==> src/rtl/lstm_cell_state.sv <==
// LSTM cell-state / hidden-output stage: c_t = f*c_{t-1} + i*g, h_t = o*tanh(c_t),
// evaluated over three cycles on one shared saturating Q(WIDTH-FRAC).FRAC multiplier.

// Combinational piecewise-linear tanh, odd-symmetric, continuous at every knee:
// |x|<0.5: x ; <1.25: |x|/2+0.25 ; <2.25: |x|/8+0.71875 ; else 1.0
module lstm_tanh #(
  parameter int WIDTH = 32,
  parameter int FRAC  = 24
) (
  input  logic [WIDTH-1:0] x,
  output logic [WIDTH-1:0] y
);
  localparam logic [WIDTH:0] ONE = {{(WIDTH-FRAC){1'b0}}, 1'b1, {FRAC{1'b0}}};
  localparam logic [WIDTH:0] T1  = ONE + (ONE >> 2);
  localparam logic [WIDTH:0] T2  = (ONE << 1) + (ONE >> 2);
  localparam logic [WIDTH:0] OFS = (ONE >> 1) + (ONE >> 3) + (ONE >> 4) + (ONE >> 5);

  logic             neg;
  logic [WIDTH:0]   xe;
  logic [WIDTH:0]   mag;
  logic [WIDTH:0]   seg;
  logic [WIDTH:0]   seg_n;

  always_comb begin
    neg   = x[WIDTH-1];
    xe    = {x[WIDTH-1], x};
    // One extra bit so |0x80000000| is representable
    mag   = neg ? (~xe + (WIDTH+1)'(1)) : xe;
    if (mag < (ONE >> 1))   seg = mag;
    else if (mag < T1)      seg = (mag >> 1) + (ONE >> 2);
    else if (mag < T2)      seg = (mag >> 3) + OFS;
    else                    seg = ONE;
    seg_n = ~seg + (WIDTH+1)'(1);
    y     = neg ? seg_n[WIDTH-1:0] : seg[WIDTH-1:0];
  end
endmodule

module lstm_cell_state #(
  parameter int WIDTH = 32,
  parameter int FRAC  = 24
) (
  input  logic             clk,
  input  logic             rst,
  input  logic             i_clr,
  input  logic             i_valid,
  output logic             o_ready,
  input  logic [WIDTH-1:0] i_f,
  input  logic [WIDTH-1:0] i_i,
  input  logic [WIDTH-1:0] i_g,
  input  logic [WIDTH-1:0] i_o,
  output logic             o_valid,
  input  logic             i_ready,
  output logic [WIDTH-1:0] o_h,
  output logic [WIDTH-1:0] o_c,
  output logic [WIDTH-1:0] o_c_prev,
  output logic [2:0]       dbg_state
);
  // Handshake: a step is accepted on a rising edge where i_valid & o_ready (IDLE only);
  // results are offered while o_valid (DONE) and consumed on the edge with i_ready high.
  typedef enum logic [2:0] {IDLE, MUL_F, MUL_I, MUL_O, DONE} state_t;

  localparam logic [WIDTH-1:0] MAXW = {1'b0, {(WIDTH-1){1'b1}}};
  localparam logic [WIDTH-1:0] MINW = {1'b1, {(WIDTH-1){1'b0}}};
  localparam logic signed [2*WIDTH-1:0] MAX2 = {{(WIDTH+1){1'b0}}, {(WIDTH-1){1'b1}}};
  localparam logic signed [2*WIDTH-1:0] MIN2 = {{(WIDTH+1){1'b1}}, {(WIDTH-1){1'b0}}};

  state_t state, state_nxt;

  logic [WIDTH-1:0] f_q, i_q, g_q, o_q;
  logic [WIDTH-1:0] c_reg, c_prev, h_reg, p_reg;
  logic [WIDTH-1:0] tanh_c;

  logic signed [WIDTH-1:0]   mul_a, mul_b;
  logic signed [2*WIDTH-1:0] prod, prod_sh;
  logic [WIDTH-1:0]          mul_sat, add_sat;
  logic [WIDTH:0]            sum;

  lstm_tanh #(.WIDTH(WIDTH), .FRAC(FRAC)) u_tanh (.x(c_reg), .y(tanh_c));

  always_ff @(posedge clk or posedge rst) begin
    if (rst) state <= IDLE;
    else     state <= state_nxt;
  end

  always_comb begin
    state_nxt = state;
    case (state)
      IDLE:    if (i_valid) state_nxt = MUL_F;
      MUL_F:   state_nxt = MUL_I;
      MUL_I:   state_nxt = MUL_O;
      MUL_O:   state_nxt = DONE;
      DONE:    if (i_ready) state_nxt = IDLE;
      default: state_nxt = IDLE;
    endcase
  end

  // Shared multiplier operand select
  always_comb begin
    mul_a = '0;
    mul_b = '0;
    case (state)
      MUL_F:   begin mul_a = f_q; mul_b = c_reg;  end
      MUL_I:   begin mul_a = i_q; mul_b = g_q;    end
      MUL_O:   begin mul_a = o_q; mul_b = tanh_c; end
      default: ;
    endcase
  end

  always_comb begin
    prod    = mul_a * mul_b;
    prod_sh = prod >>> FRAC;
    if (prod_sh > MAX2)      mul_sat = MAXW;
    else if (prod_sh < MIN2) mul_sat = MINW;
    else                     mul_sat = prod_sh[WIDTH-1:0];
    sum = {p_reg[WIDTH-1], p_reg} + {mul_sat[WIDTH-1], mul_sat};
    if (sum[WIDTH] != sum[WIDTH-1]) add_sat = sum[WIDTH] ? MINW : MAXW;
    else                            add_sat = sum[WIDTH-1:0];
  end

  always_ff @(posedge clk or posedge rst) begin
    if (rst) begin
      f_q    <= '0;
      i_q    <= '0;
      g_q    <= '0;
      o_q    <= '0;
      c_reg  <= '0;
      c_prev <= '0;
      h_reg  <= '0;
      p_reg  <= '0;
    end else begin
      case (state)
        IDLE: begin
          // Clearing and accepting together makes this step start from c_{t-1}=0
          if (i_clr) c_reg <= '0;
          if (i_valid) begin
            f_q <= i_f;
            i_q <= i_i;
            g_q <= i_g;
            o_q <= i_o;
          end
        end
        MUL_F: p_reg <= mul_sat;
        MUL_I: begin
          c_prev <= c_reg;
          c_reg  <= add_sat;
        end
        MUL_O: h_reg <= mul_sat;
        default: ;
      endcase
    end
  end

  assign o_ready   = (state == IDLE);
  assign o_valid   = (state == DONE);
  assign o_c       = c_reg;
  assign o_c_prev  = c_prev;
  assign o_h       = h_reg;
  assign dbg_state = state;
endmodule

==> config.mk <==
export PLATFORM = sky130hd
export DESIGN_NAME = lstm_cell_state
export DESIGN_NICKNAME = d
export VERILOG_FILES = /design/src/rtl/lstm_cell_state.sv
export SDC_FILE = /design/constraint.sdc
export NUM_CORES = 2
export LEC_CHECK = 0
export CORE_MARGIN = 3
export CORE_UTILIZATION = 55
export CTS_CLUSTER_DIAMETER = 150
export DETAILED_ROUTE_END_ITERATION = 10
export DONT_BUFFER_PORTS = 1
export PLACE_DENSITY = 0.68
export SLEW_MARGIN = 20
export SYNTH_ARGS = -nofsm -noshare
export SYNTH_HDL_FRONTEND = slang
export SYNTH_SLANG_ARGS = --single-unit
==> constraint.sdc <==
create_clock -name clk -period 40.8 [get_ports clk]
set_input_delay 6.12 -clock clk [delete_from_list [all_inputs] [get_ports clk]]
set_output_delay 6.12 -clock clk [all_outputs]
set_load 0.05 [all_outputs]
# ---- Word-level counts from Yosys, hierarchy flattened
# Index checks and enable logic that the tools add are counted.
dict set report totals {
  reg_bits 259
  latchBits 0
  mem_bits_rw 0
  rom_bits 0
  in_bits 133
  out_inout_bits 101
  wordCells 51
  n_memories 0
}
dict set report classes {
  n_addsub 5
  n_mul 1
  div 0
  n_lt_le_gt_ge 5
  n_eq_ne 8
  n_shift 0
  mux 16
  bitwise_logic 2
  reduce_logical 5
}
# operator count
set op_table {}
lappend op_table {{32-bit two-way mux} 8}
lappend op_table {{32-bit one-hot mux with 3 select lines} 2}
lappend op_table {{32-bit by 32-bit multiplier with 64-bit output} 1}
lappend op_table {{32-bit one-hot mux with 2 select lines} 1}
lappend op_table {{40-bit by 32-bit > comparator with 1-bit output, second input constant} 1}
lappend op_table {{40-bit by 32-bit < comparator with 1-bit output, second input constant} 1}
lappend op_table {{32-bit by 32-bit adder with 33-bit output} 1}
lappend op_table {{33-bit by 1-bit adder with 33-bit output, second input constant} 1}
lappend op_table {{33-bit by 24-bit < comparator with 1-bit output, second input constant} 1}
lappend op_table {{33-bit by 25-bit < comparator with 1-bit output, second input constant} 1}
lappend op_table {{33-bit by 26-bit < comparator with 1-bit output, second input constant} 1}
lappend op_table {{33-bit two-way mux} 1}
lappend op_table {{33-bit inverter} 1}
lappend op_table {{32-bit by 1-bit adder with 32-bit output, second input constant} 1}
lappend op_table {{32-bit by 23-bit adder with 32-bit output, second input constant} 1}
lappend op_table {{32-bit inverter} 1}
lappend op_table {{30-bit by 24-bit adder with 31-bit output, second input constant} 1}
lappend op_table {{31-bit two-way mux} 1}
lappend op_table {{3-bit one-hot mux with 5 select lines} 1}
lappend op_table {{3-bit by 2-bit == test with 1-bit output, second input constant} 2}
lappend op_table {{3-bit two-way mux} 2}
lappend op_table {{2-bit AND reduction} 3}
lappend op_table {{2-bit != test, second input constant} 2}
lappend op_table {{3-bit by 1-bit == test with 1-bit output, second input constant} 1}
lappend op_table {{5 further kinds} 5}

# ---- Logic depth before layout (Yosys ltp)
dict set report depth {
  ltp_word 19
  mapped_depth 83
  depth_no_buf 76
}

# ---- Modules after synthesis
# A second synthesis with hierarchy kept.
dict set report unflattened {
  cells_unflattened 5640
  hier_area_um2 51316.7
}
# mod instances cells_per_inst area_per_inst_um2 seq_area_each_um2
set modules_own_cells {}
lappend modules_own_cells {lstm_cell_state 1 5262 48746.8 6481.2}
lappend modules_own_cells {lstm_tanh 1 378 2570.0 0.0}

# ---- Worst setup path after synthesis
# Ideal clock, no wire load.
dict set report synth_path {
  path_type {flip-flop to flip-flop}
  startpoint {register c_reg[31] (netlist: o_c[31])}
  endpoint {register c_reg[10] (netlist: o_c[10])}
  setup_time_ns 0.083
  t_arrival_ns 17.958
  required_ns 40.717
  slack_ns 22.760
  stages_incl_launch_ff 75
  n_path_buf 10
  period_less_slack_ns 18.040
  path_cell_list {dfrtp_1 -> clkbuf_1 -> clkbuf_1 -> clkbuf_1 -> clkbuf_1 -> buf_1 -> o21ai_0 -> xor2_1 -> inv_1 -> ha_1 -> a41oi_1 -> o31ai_1 -> a21oi_1 -> o21ai_2 -> nor2b_1 -> a222oi_1 -> o31ai_1 -> or3_1 -> [... 39 more ...] -> o21ai_0 -> a21boi_0 -> o21a_1 -> o21ai_0 -> a21oi_1 -> o21ai_0 -> o211ai_1 -> a31o_2 -> o211ai_1 -> or3b_2 -> a21oi_1 -> o221ai_1 -> a21oi_1 -> xnor2_1 -> clkbuf_1 -> buf_1 -> nor2_1 -> o21ai_0}
}
dict set report synth_between {
  elab_chain_len 19
  word_cells_on_any_way 25
  classes_between {add/sub (5); mul (1); order compare (5); eq/ne (1); mux (11); bitwise (2)}
}
# element line
set synth_rtl {}
lappend synth_rtl {{from (decl)} 70} ;# logic [WIDTH-1:0] c_reg, c_prev, h_reg, p_reg;
lappend synth_rtl {{from (signal assigned)} 145} ;# c_reg <= add_sat;
lappend synth_rtl {{33-bit inverter} 28} ;# mag = neg ? (~xe + (WIDTH+1)'(1)) : xe;
lappend synth_rtl {{33-bit by 1-bit adder with 33-bit output} 28}
lappend synth_rtl {{33-bit two-way mux} 28}
lappend synth_rtl {{30-bit by 24-bit adder with 31-bit output or 33-bit by 26-bit < comparator with 1-bit output (tied branches)} 31} ;# else if (mag < T2) seg = (mag >> 3) + OFS;
lappend synth_rtl {{31-bit two-way mux} 31}
lappend synth_rtl {{32-bit two-way mux} 30} ;# else if (mag < T1) seg = (mag >> 1) + (ONE >> 2);
lappend synth_rtl {{32-bit two-way mux} 29} ;# if (mag < (ONE >> 1)) seg = mag;
lappend synth_rtl {{32-bit inverter} 33} ;# seg_n = ~seg + (WIDTH+1)'(1);
lappend synth_rtl {{[... 4 more ...]} --}
lappend synth_rtl {{40-bit by 32-bit < comparator with 1-bit output} 113} ;# else if (prod_sh < MIN2) mul_sat = MINW;
lappend synth_rtl {{32-bit two-way mux} 113}
lappend synth_rtl {{32-bit two-way mux (*)} 112} ;# if (prod_sh > MAX2) mul_sat = MAXW;
lappend synth_rtl {{net mul_sat[0]} 75} ;# logic [WIDTH-1:0] mul_sat, add_sat;
lappend synth_rtl {{32-bit by 32-bit adder with 33-bit output (*)} 115} ;# sum = {p_reg[WIDTH-1], p_reg} + {mul_sat[WIDTH-1], mul_sat};
lappend synth_rtl {{32-bit two-way mux or 1-bit != test (tied branches)} 116} ;# if (sum[WIDTH] != sum[WIDTH-1]) add_sat = sum[WIDTH] ? MINW : MAXW;
lappend synth_rtl {{32-bit two-way mux (*)} 116}
lappend synth_rtl {{32-bit one-hot mux with 2 select lines (*)} 131} ;# case (state)
# Mark *: on every way through the listed nets, which the timed path passes. The rest lies on a longest branch.
# A chain may end at the register's enable or synchronous reset.

# ---- Worst setup path in the final report
dict set report layout_path {
  startpoint {register c_reg[1] (netlist: o_c[1])}
  endpoint {register c_reg[16] (netlist: o_c[16])}
}
# Same word-level chain as after synthesis.

==> metrics.md <==
| Metric | Value |
|---|---|
| Crit path required time | 41280 ps |
| First-pass GRT wire length | 250 mm |
| Sequential fraction of the synthesis area | 0.130 |
| Share of layout cells above drive strength 1 | 0.0744 |
| Synthesized Nets | 6919 |
| Pre-antenna DRT Iters | 6 |
| Grt total ovfl | 0 |
| Vias in the first global route | ~41000 |
| Final #Nets | 6746 |
| Setup CP Type | reg -> reg |
| Antenna violations before repair | 10 |
| Worst Clk Skew | 54.5 ps |
| Synth Flop Type | dfrtp_1 |
| Gpl congestion | 1.01 |
| Synthesized instance count | 5489 |
| Clk slew on worst S/H paths | approximately 70 ps |
| CTS H-tree lvls | 1 |
| Setup_tns | 0 ps |
| IO Port Bufs | 0 |
| RSZ-0062 raised after global routing | no |
| Mapped Avg Cell Area | around 9 um^2 |
| Critical R2R Launch | o_c[1]$_DFFE_PP0P_ |
| Design area | ~52000 um^2 |
| Most common cell after layout, fill and taps aside | fa_1 |
| Setup violators final | 0 |
| Hold path endpoint | o_q[9]$_DFFE_PP0P_ |
| CTS Root Cell | clkbuf_16 |
| Crit share post-route | 0.505 |
| Total number of vias | 38854 |
| WHS Path Cells | 1 |
| DIE AREA | between 90000 and 100000 um^2 |
| Final Hold Viols | 0 |
| Worst Tran Pin Value | ~1100 ps |
| DP Area | 51300 um^2 |
| Arrival time worst endpoint | 21060 ps |
| Maximum number of pins on one net before global-route repair | about 120 |
| Cell Rows | 109 |
| Number of buffers created by CTS | 26 |
| Crit path launch type | flip-flop |
| Chip Width | 307 um |
| CP endpoint kind | flip-flop |
| Fraction of registers with async set/reset | 1.00 |
| Hpwl dp | 124 mm |
| Synth unique cells | 86 |
| Worst slew margin | 0.252 |
| Hold_sp | o_q[9]$_DFFE_PP0P_ |
| Yosys warning total | 0 |
| Post-layout util | 0.586 |
| Initial drt markers | 3433 |
| Mapped cell area | around 50000 um^2 |
| Max Buffers Root-to-Sink | 3 |
| GRT Util Overall | 0.351 |
| Worst-path fanout max | 32 |
| FF+latch count, synth | 259 |
| Routed Antenna Nets | 0 |
| Post-synth EDFFs | 0 |
| CP most frequent cell | fa_1 |
| DP Cell Count | 6452 |
| RR Endpoint | o_c[16]$_DFFE_PP0P_ |
| Tightest Hold Check Type | reg -> reg |
| Clock sinks | 259 |
| Clk_lat worst skew | approximately 600 ps |
| Count of hold-fix buffers inserted at cts | 0 |
| CORE AREA | 89200 um^2 |
| FF-to-FF path depth | 67 |
| Most frequent cells in the layout | 1083 x fa_1, 1080 x inv_1, 933 x nand2_1 |
| Number of remaining DRC errors | 0 |
| Fmax | between 40 and 50 MHz |
| Layout area overhead | 4.74% |
| TritonCTS clock tree | yes |
| Post-layout min period | 20590 ps |
| Fin cells | 6512 |
| Post-CTS setup buffer count | 0 |
| Slew Limit Fails | 0 |
| Ports | 234 |
| Crit path from | o_c[1]$_DFFE_PP0P_ |
| Routed wire per std cell | about 25 um |
| Worst path max stage delay | 760 ps |
| Die Ht | 307 um |
| Max cap viols | 0 |
| Worst reg2reg setup slack | between 20000 and 25000 ps |
| Post-DR vias/cell | 5.97 |
| Final wirelength | 161 mm |
| Slowest stage cell, crit path | a21o_2 |
| Outcome | completed |
| Post-cts resize count | 0 |
| Initial Utilization | 0.559 |
==> metrics by stage <==
stage | hold slack (ps) | worst slack [ps]
global route | 515 | 18790
global placement | 484 | 20380
finish | 505 | 20210
detailed placement | 490 | 20720
floorplan | 475 | 22760
CTS | 506 | 20590
==> worst max-delay path: cells and delay by family (launching register included) <==
| kind | cells | cell delay (ps) |
|---|---|---|
| AO/OA/AOI/OAI | 32 | 8930 |
| XOR/XNOR | 3 | 480 |
| adder cells (fa/ha/maj) | 13 | 5410 |
| buffers and inverters | 6 | 1110 |
| flip-flops | 1 | 640 |
| AND/OR/NAND/NOR | 13 | 3830 |
==> Yosys cell counts (32+ instances only) <==
library cell	instances	area, um^2
fa_1	1083	21700
o21ai_0	102	510
and2_1	57	357
nor3_1	45	225
clkbuf_1	247	927
mux2_2	164	1850
buf_2	32	160
xnor2_1	83	727
xor2_1	38	333
nor2_1	451	1690
a21oi_1	175	876
ha_1	214	2680
nand2b_1	69	432
dfrtp_1	259	6480
inv_1	1081	4060
a21o_1	83	623
nand2_1	933	3500
==> cell families (layout without fill, tap and decap cells) <==
| family | count (synthesis) | after routing | synth area share |
|---|---|---|---|
| other | 0 | 11 | 0 |
| and+or+nand+nor | 1691 | 1691 | 0.143 |
| muxes | 165 | 165 | 0.0372 |
| adders and majority gates | 1299 | 1299 | 0.489 |
| buffers and inverters | 1381 | 1228 | 0.105 |
| AOI/OAI and AO/OA | 573 | 573 | 0.0753 |
| xor gates and xnor gates | 121 | 121 | 0.0212 |
| DFF | 259 | 259 | 0.130 |
==> how the worst max path moves through the flow <==
stage | end | slack, ps | cells after the start
after floorplan | o_c[10]$_DFFE_PP0P_ | 22760 | 74
after global placement | o_c[16]$_DFFE_PP0P_ | 20380 | 60
after detailed placement | o_c[16]$_DFFE_PP0P_ | 20720 | 67
after CTS | o_c[16]$_DFFE_PP0P_ | 20590 | 67
after global routing | o_c[16]$_DFFE_PP0P_ | 18790 | 69
final | o_c[16]$_DFFE_PP0P_ | 20210 | 67
==> cell type report <==
class                           count  area, um^2
Multi-Input combinational cell   3849       38600
Fill cell                        7963       36900
Sequential cell                   259        6490
Inverter                         1082        4070
Tap cell                         1165        1460
Timing Repair Buffer               98         741
Clock buffer                       34         721
Clock inverter                     14         183
Antenna cell                       11        27.5
==> layer usage <==
| layer | routed length (um) | vias up | global-route usage |
|---|---|---|---|
| met5 | 61 | - | 0 |
| met4 | 10200 | 8 | 0.174 |
| met2 | 74300 | 2000 | 0.560 |
| li1 | - | 16265 | - |
| met1 | 60800 | 20056 | 0.463 |
| met3 | 15900 | 525 | 0.0705 |
Power is left out: the tool's default activity adds up to more than one toggle a clock period on the data nets, which glitch-free logic cannot reach.
